File: src/rtl/demux_1x4_reg.sv
// demux_1x4_reg: registered 1-to-4 dispatch demultiplexer with valid/ready handshakes.
// One producer word is steered by `control` into one of four single-entry slots.
// Each slot drains independently to its own consumer.
// in_ready depends only on `control` and the selected slot's state, so a stalled
// slot blocks only the words aimed at it.
// Optional build macro DEMUX_STATS_EN adds the clear_stats input and the
// xfer_count output: four saturating 8-bit per-slot acceptance counters.
// Data width comes from `INSTRUCTION_WIDTH (default 32).

`ifndef INSTRUCTION_WIDTH
`define INSTRUCTION_WIDTH 32
`endif

module demux_1x4_reg #(
  parameter int WIDTH = `INSTRUCTION_WIDTH
) (
  input  logic             clk,
  input  logic             rst_n,
  input  logic [1:0]       control,
  input  logic             in_valid,
  output logic             in_ready,
  input  logic [WIDTH-1:0] in_data,
  output logic [3:0]       out_valid,
  input  logic [3:0]       out_ready,
  output logic [WIDTH-1:0] out1,
  output logic [WIDTH-1:0] out2,
  output logic [WIDTH-1:0] out3,
  output logic [WIDTH-1:0] out4
`ifdef DEMUX_STATS_EN
  ,
  input  logic             clear_stats,
  output logic [31:0]      xfer_count
`endif
);

  logic [3:0]       valid_q;
  logic [3:0]       valid_d;
  logic [WIDTH-1:0] data_q [4];
  logic [3:0]       wr_en_s;
  logic             sel_valid_s;
  logic             sel_ready_s;
  logic             accept_s;

  // Look up the state and the consumer-ready of the slot addressed by control.
  always_comb begin
    sel_valid_s = 1'b0;
    sel_ready_s = 1'b0;
    case (control)
      2'd0: begin
        sel_valid_s = valid_q[0];
        sel_ready_s = out_ready[0];
      end
      2'd1: begin
        sel_valid_s = valid_q[1];
        sel_ready_s = out_ready[1];
      end
      2'd2: begin
        sel_valid_s = valid_q[2];
        sel_ready_s = out_ready[2];
      end
      2'd3: begin
        sel_valid_s = valid_q[3];
        sel_ready_s = out_ready[3];
      end
      default: begin
        sel_valid_s = 1'b0;
        sel_ready_s = 1'b0;
      end
    endcase
  end

  // The selected slot can take a word if it is empty or is being drained this cycle.
  assign in_ready = !sel_valid_s || sel_ready_s;
  assign accept_s = in_valid && in_ready;

  // Decode the accepted word into a one-hot slot write enable.
  always_comb begin
    wr_en_s = 4'b0000;
    if (accept_s) begin
      wr_en_s[control] = 1'b1;
    end else begin
      wr_en_s = 4'b0000;
    end
  end

  // Slot next state: a fill wins over a drain, so a simultaneous drain and fill keeps the slot FULL.
  always_comb begin
    valid_d = valid_q;
    for (int i = 0; i < 4; i++) begin
      if (wr_en_s[i]) begin
        valid_d[i] = 1'b1;
      end else if (out_ready[i]) begin
        valid_d[i] = 1'b0;
      end else begin
        valid_d[i] = valid_q[i];
      end
    end
  end

  // Slot valid flags; reset empties all slots immediately, dropping any in-flight word.
  always_ff @(posedge clk or negedge rst_n) begin
    if (!rst_n) begin
      valid_q <= 4'b0000;
    end else begin
      valid_q <= valid_d;
    end
  end

  // Slot data registers load only on a write, so a drained slot keeps its last word.
  always_ff @(posedge clk or negedge rst_n) begin
    if (!rst_n) begin
      for (int i = 0; i < 4; i++) begin
        data_q[i] <= {WIDTH{1'b0}};
      end
    end else begin
      for (int i = 0; i < 4; i++) begin
        if (wr_en_s[i]) begin
          data_q[i] <= in_data;
        end else begin
          data_q[i] <= data_q[i];
        end
      end
    end
  end

  assign out_valid = valid_q;
  assign out1      = data_q[0];
  assign out2      = data_q[1];
  assign out3      = data_q[2];
  assign out4      = data_q[3];

`ifdef DEMUX_STATS_EN
  logic [7:0] cnt_q [4];

  // Per-slot acceptance counters; saturate at 255, and a clear wins over a same-cycle acceptance.
  always_ff @(posedge clk or negedge rst_n) begin
    if (!rst_n) begin
      for (int i = 0; i < 4; i++) begin
        cnt_q[i] <= 8'd0;
      end
    end else if (clear_stats) begin
      for (int i = 0; i < 4; i++) begin
        cnt_q[i] <= 8'd0;
      end
    end else begin
      for (int i = 0; i < 4; i++) begin
        if (wr_en_s[i] && (cnt_q[i] != 8'hFF)) begin
          cnt_q[i] <= cnt_q[i] + 8'd1;
        end else begin
          cnt_q[i] <= cnt_q[i];
        end
      end
    end
  end

  assign xfer_count = {cnt_q[3], cnt_q[2], cnt_q[1], cnt_q[0]};
`endif

endmodule

File: config.mk
export PLATFORM = sky130hd
export DESIGN_NAME = demux_1x4_reg
export DESIGN_NICKNAME = d
export VERILOG_FILES = /design/src/rtl/demux_1x4_reg.sv
export SDC_FILE = /design/constraint.sdc
export NUM_CORES = 1
export LEC_CHECK = 0
export ABC_CLOCK_PERIOD_IN_PS = 1580
export CORE_MARGIN = 2
export CORE_UTILIZATION = 41
export CTS_BUF_LIST = sky130_fd_sc_hd__clkbuf_16
export DETAILED_ROUTE_END_ITERATION = 16
export GPL_TIMING_DRIVEN = 0
export PLACE_DENSITY_LB_ADDON = 0.15
export SYNTH_ARGS = -nofsm -noshare
export SYNTH_HDL_FRONTEND = slang
export SYNTH_SLANG_ARGS = --single-unit
File: constraint.sdc
create_clock -name clk -period 1.58 [get_ports clk]
set_input_delay 0.474 -clock clk [delete_from_list [all_inputs] [get_ports clk]]
set_output_delay 0.474 -clock clk [all_outputs]
set_load 0.02 [all_outputs]
==> flow_metrics.env, run 1 <==
export IMPL_hpwl_um=7982
export IMPL_grt_use_total_pct=18.98
export IMPL_cts_buffer_depth=2
export IMPL_cp_max_fo=2
export IMPL_final_common_cell="dfrtp_1"
export IMPL_max_cap_viol_count=0
export IMPL_avgViaCountPerCell=4.937
export IMPL_root_buffer="clkbuf_16"
export IMPL_netlist_instances=292
export IMPL_r2r_slack_ps=30
export IMPL_place_congestion=0.7009
export IMPL_status="complete, but fails checks"
export IMPL_leakage_nw=3.425
export IMPL_drive_above_1_share_pct=60.59
export IMPL_finalSetupViolCount=2
export IMPL_holdBufCountCts=0
export IMPL_synthDistinctLibCells=17
export IMPL_grt_start_max_net_pins=69
export IMPL_synth_nets=333
export IMPL_path_class="reg -> out"
export IMPL_area_growth_pct=47.76
export IMPL_overflow=0
export IMPL_die_x_um=114.5
export IMPL_hp_class="in -> async"
export IMPL_place_ws_ps=-1114
export IMPL_dp_cells=613
export IMPL_antenna_found_initial=0
export IMPL_vdd_drop_max_uv=731.7
export IMPL_core_rowCount=40
export IMPL_ys_ff_latch=132
export IMPL_hold_viol_final=0
export IMPL_holdWs_ps=51.57
export IMPL_crit_path_start_kind="flip-flop"
export IMPL_relSlewSlack_pct=59.48
export IMPL_finalCriticalPeriod_ps=1973
export IMPL_final_cells=652
export IMPL_cts_htree_levels=4
export IMPL_endpoint_kind="primary output"
export IMPL_ioPinCount=174
export IMPL_setup_ws_ps=-392.7
export IMPL_drcViolationCount=0
export IMPL_tightest_slew_ps=607.8
export IMPL_clk_latency_ps=410
export IMPL_cts_buffers=17
export IMPL_syn_area_per_cell_um2=17.14
export IMPL_power_density_nw_per_um2=1450
export IMPL_clk_pin_slew_worst_paths_ps=50
export IMPL_drv_slew=0
export IMPL_die_area_um2=13100
export IMPL_design_area_um2=7393
export IMPL_place_area_um2=6967
export IMPL_num_antenna_cells=0
export IMPL_ys_warn_count=0
export IMPL_rsz0062_at_grt="yes"
export IMPL_fmax_mhz=506.9
export IMPL_core_um2=11960
export IMPL_firstDrtPassIters=4
export IMPL_start_util_pct=41.83
export IMPL_grt_pass1_wl_um=18640
export IMPL_violations="negative setup slack"
export IMPL_crit_required_ps=1110
export IMPL_vias=3219
export IMPL_wl_per_cell_um=18.61
export IMPL_finalCritPeriodShare_pct=124.9
export IMPL_cts_tree="done"
export IMPL_drtAntennaViolNets=0
export IMPL_drt_iter0_markers=99
export IMPL_clock_skew_ps=6.252
export IMPL_yosysSeqAreaShare_pct=66.02
export IMPL_mostFrequentLayoutCells="132 x dfrtp_1, 90 x mux2_2, 78 x clkbuf_2"
export IMPL_worstPathArrival_ps=1500
export IMPL_grt_pass1_vias=3492
export IMPL_cts_sinks=132
export IMPL_reg2reg_depth=6
export IMPL_syn_area_um2=5004
export IMPL_port_buffers=173
export IMPL_die_h_um=114.5
export IMPL_wirelength_um=12130
export IMPL_final_net_count=537
-- layer usage --
layer  up-vias  routed length, um  GRT usage (%)
li1       1431                  -              -
met1      1663               5177          23.19
met2       113               5850          29.82
met3        12                982          8.576
met4         0                122          6.829
met5         -                  0              0
-- final cells by class --
type / instances / area [um^2]
plain buffers: 14 / 192.7
fillers: 985 / 4568
clock buffers: 17 / 425.4
clock inverters: 11 / 50.05
well taps: 147 / 183.9
repair buffers: 185 / 1508
flip-flops and latches: 132 / 3303
multi-input cells: 145 / 1727
inverters: 1 / 3.754
-- Yosys cell counts --
library cell,n,share of area (%)
nand2_1,4,0.30
o21ai_0,1,0.10
buf_4,5,0.75
buf_6,6,1.4
nor3b_4,1,0.38
nand3_1,1,0.10
mux2_2,119,27
nor3b_2,1,0.25
buf_2,3,0.30
nand3b_1,1,0.15
mux4_1,1,0.53
mux2_1,9,2.0
nand2b_1,4,0.50
nor2b_1,2,0.25
a21o_1,1,0.15
inv_1,1,0.075
dfrtp_1,132,66
-- repair_timing --
action                     4_1_cts  5_1_grt
gates resized for setup        334      135
setup endpoints to repair      259      140
cloned                           0        1
pin swaps                        1        0
setup buffers                    7        3
-- power breakdown --
part	switching, mW	internal (mW)	total, mW
Combinational	1.62	1.41	3.03
Clock	1.33	1.91	3.24
Sequential	0.368	4.09	4.45
Total	3.31	7.41	10.7
-- stage by stage --
stage / TNS, ps / util [%] / power [mW]
6_report: -398.5 / 61.81 / 10.72
5_1_grt: -983.9 / 61.81 / 11.24
4_1_cts: -498.4 / 63.36 / 10.92
3_5_place_dp: -84860 / 58.24 / 7.920
3_3_place_gp: -750480 / 58.00 / 7.845
2_1_floorplan: -28.58 / - / 6.055
-- worst max-delay path, stage by stage, from the launching register on --
cell	delay [ps]
dfrtp_1	400
nand2b_4	70
mux4_2	470
buf_6	150
-- registers in the layout, indices dropped and copies added, names as in the netlist --
register / cells
out1: 32
out2: 32
out3: 32
out4: 32
out_valid: 4
-- worst paths after layout --
path	from	end
max in group asynchronous	rst_n	out1[23]$_DFFE_PN0P_
min	rst_n	out_valid[0]$_DFFE_PN0P_
max	out_valid[1]$_DFFE_PN0P_	in_ready
min in group clk	out_ready[2]	out_valid[2]$_DFFE_PN0P_
min reg2reg	out4[3]$_DFFE_PN0P_	out4[3]$_DFFE_PN0P_
max reg2reg	out_valid[1]$_DFFE_PN0P_	out2[13]$_DFFE_PN0P_
-- kinds of logic (layout without fill, tap and decap cells) --
logic type / count (synthesis) / after routing / share of synthesized area (%)
buffers and inverters: 15 / 228 / 2.475
multiplexers: 129 / 129 / 29.33
flip-flops: 132 / 132 / 66.02
AO/OA/AOI/OAI: 2 / 2 / 0.2500
AND/OR/NAND/NOR: 14 / 14 / 1.925
No activity file was read; power rests on OpenSTA's default activity.
==> run 2, diff against run 1 <==
- ABC_CLOCK_PERIOD_IN_PS: 1580 -> 1700
- clock period: 1.58 -> 1.7 ns (I/O delays scaled with it)
==> run 2 against run 1 <==
Against the previous run: the run still ends with negative setup slack left; utilization about the same; global-route usage shrank 0.56 points; sequential cell count is the same; clock power fell by 3%; non-clock buffer count decreased by 6; sequential share of layout area about the same; register-to-register slack better by 60 ps; final area hardly changed; critical path type is now in -> out; highest routed layer unchanged.
==> flow_metrics.env, run 2 (synthesized netlist as in run 1, its figures left out) <==
export IMPL_finalCriticalPeriod_ps=2022
export IMPL_endpoint_kind="primary output"
export IMPL_vdd_drop_max_uv=800.4
export IMPL_clk_latency_ps=410
export IMPL_holdWs_ps=75.44
export IMPL_nFillCells=985
export IMPL_leakage_nw=3.445
export IMPL_ioPinCount=174
export IMPL_place_congestion=0.7207
export IMPL_grt_pass1_wl_um=17850
export IMPL_design_area_um2=7396
export IMPL_grt_use_total_pct=18.42
export IMPL_drtAntennaViolNets=0
export IMPL_finalSetupViolCount=1
export IMPL_root_buffer="clkbuf_16"
export IMPL_violations="negative setup slack"
export IMPL_status="complete, but fails checks"
export IMPL_r2r_start="out_valid[1]$_DFFE_PN0P_"
export IMPL_cp_slowest_cell="mux4_2"
export IMPL_cts_buffer_depth=2
export IMPL_hold_viol_final=0
export IMPL_crit_buf_inv=2
export IMPL_antenna_found_initial=0
export IMPL_hp_class="in -> async"
export IMPL_fmax_mhz=494.6
export IMPL_relSlewSlack_pct=61.27
export IMPL_drcViolationCount=0
export IMPL_num_antenna_cells=0
export IMPL_mostFrequentLayoutCells="137 x dlygate4sd2_1, 132 x dfrtp_1, 119 x mux2_2"
export IMPL_crit_required_ps=1190
export IMPL_drive_above_1_share_pct=34.46
export IMPL_avgViaCountPerCell=4.826
export IMPL_r2r_slack_ps=90
export IMPL_place_ws_ps=-1071
export IMPL_worstPathArrival_ps=1510
export IMPL_grt_start_max_net_pins=73
export IMPL_crit_path_start_kind="input port"
export IMPL_max_cap_viol_count=0
export IMPL_path_class="in -> out"
export IMPL_reg2reg_depth=6
export IMPL_finalCritPeriodShare_pct=118.9
export IMPL_cts_buffers=17
export IMPL_reg2reg_to="out2[2]$_DFFE_PN0P_"
export IMPL_final_net_count=531
export IMPL_cp_max_fo=2
export IMPL_dp_cells=613
export IMPL_path_cells="dlygate4sd2_1, nand2b_4, mux4_2, buf_6"
export IMPL_final_common_cell="dlygate4sd2_1"
export IMPL_overflow=0
export IMPL_vias=3132
export IMPL_fin_util_pct=61.83
export IMPL_hpwl_um=8059
export IMPL_rsz0062_at_grt="yes"
export IMPL_power_density_nw_per_um2=1344
export IMPL_cts_sinks=132
export IMPL_cts_tree="done"
export IMPL_die_x_um=114.5
export IMPL_wl_per_cell_um=17.67
export IMPL_setup_ws_ps=-321.9
export IMPL_clock_skew_ps=3.931
export IMPL_core_rowCount=40
export IMPL_final_cells=649
export IMPL_drv_slew=0
export IMPL_wirelength_um=11470
export IMPL_firstDrtPassIters=3
export IMPL_drt_iter0_markers=78
export IMPL_critPathMaxStageDelay_ps=480
export IMPL_grt_pass1_vias=3322
export IMPL_tightest_slew_ps=581.0
export IMPL_start_util_pct=41.83
export IMPL_place_area_um2=6952
export IMPL_clk_pin_slew_worst_paths_ps=50
export IMPL_critPathTopFamily="multiplexers"
export IMPL_die_h_um=114.5
export IMPL_core_um2=11960
export IMPL_port_buffers=173
export IMPL_die_area_um2=13100
export IMPL_cp_depth=4
export IMPL_cts_htree_levels=4
export IMPL_area_growth_pct=47.81
[run 2: cell count changes in the layout (fill, tap and decap cells not counted), sizes merged]
cell           before  now
bufinv              0    1
buf                33   22
clkdlybuf4s15      49    1
inv                 2    7
dlygate4sd2         6  137
clkbuf             96   18
clkinv             10    7
[run 2: stage by stage]
step / setup TNS, ps / power, mW
4_1_cts: -350.4 / 10.08
3_3_place_gp: -721410 / 7.283
5_1_grt: -336.6 / 10.42
3_5_place_dp: -74700 / 7.359
6_report: -321.9 / 9.941
2_1_floorplan: 0 / 5.623
[run 2: worst reg2reg max path, stage by stage, from the launching register on]
cell and delay, ps:
dfrtp_1 400, nand2b_4 80, buf_4 100, nor3b_4 180, buf_6 160, buf_4 210, mux2_2 360
[run 2: per-layer routing]
metal	part of all wire [%]	vias to the layer above	GRT usage, %
met5	0	-	0
met1	42	1580	22.28
met2	48	107	29.23
met3	7.9	14	7.994
li1	-	1431	-
met4	1.6	0	7.073
[run 2: how the worst max path moves through the flow]
stage / end / startpoint
after global placement: out2[28]$_DFFE_PN0P_ / rst_n
after floorplan: in_ready / out_ready[1]
final: in_ready / out_ready[3]
after detailed placement: in_ready / control[1]
after CTS: in_ready / out_valid[0]$_DFFE_PN0P_
after global routing: in_ready / out_ready[0]
[run 2: repair_timing]
item                                    CTS  global route
pin swaps                                 1             0
setup buffers                             4             1
endpoints found under the setup margin  253             4
hold buffers                              0             0
resized for setup                       162             2
[run 2: layout make-up]
type / instances / area [um^2] / share of cell area [%]
inverter: 1 / 3.754 / 0.05075
clock buffer: 17 / 425.4 / 5.752
timing repair buffer: 179 / 1628 / 22.01
buffer: 14 / 162.7 / 2.199
tap: 147 / 183.9 / 2.487
multi-input combinational: 145 / 1605 / 21.71
clock inverter: 14 / 83.83 / 1.133
sequential: 132 / 3303 / 44.66
[run 2: power by group]
part | switching, mW | internal (mW) | leakage, nW | total, mW
combinational | 1.47 | 1.22 | 1.60 | 2.69
clock | 1.21 | 1.93 | 0.276 | 3.14
sequential | 0.306 | 3.80 | 1.57 | 4.10
total | 2.98 | 6.96 | 3.45 | 9.94
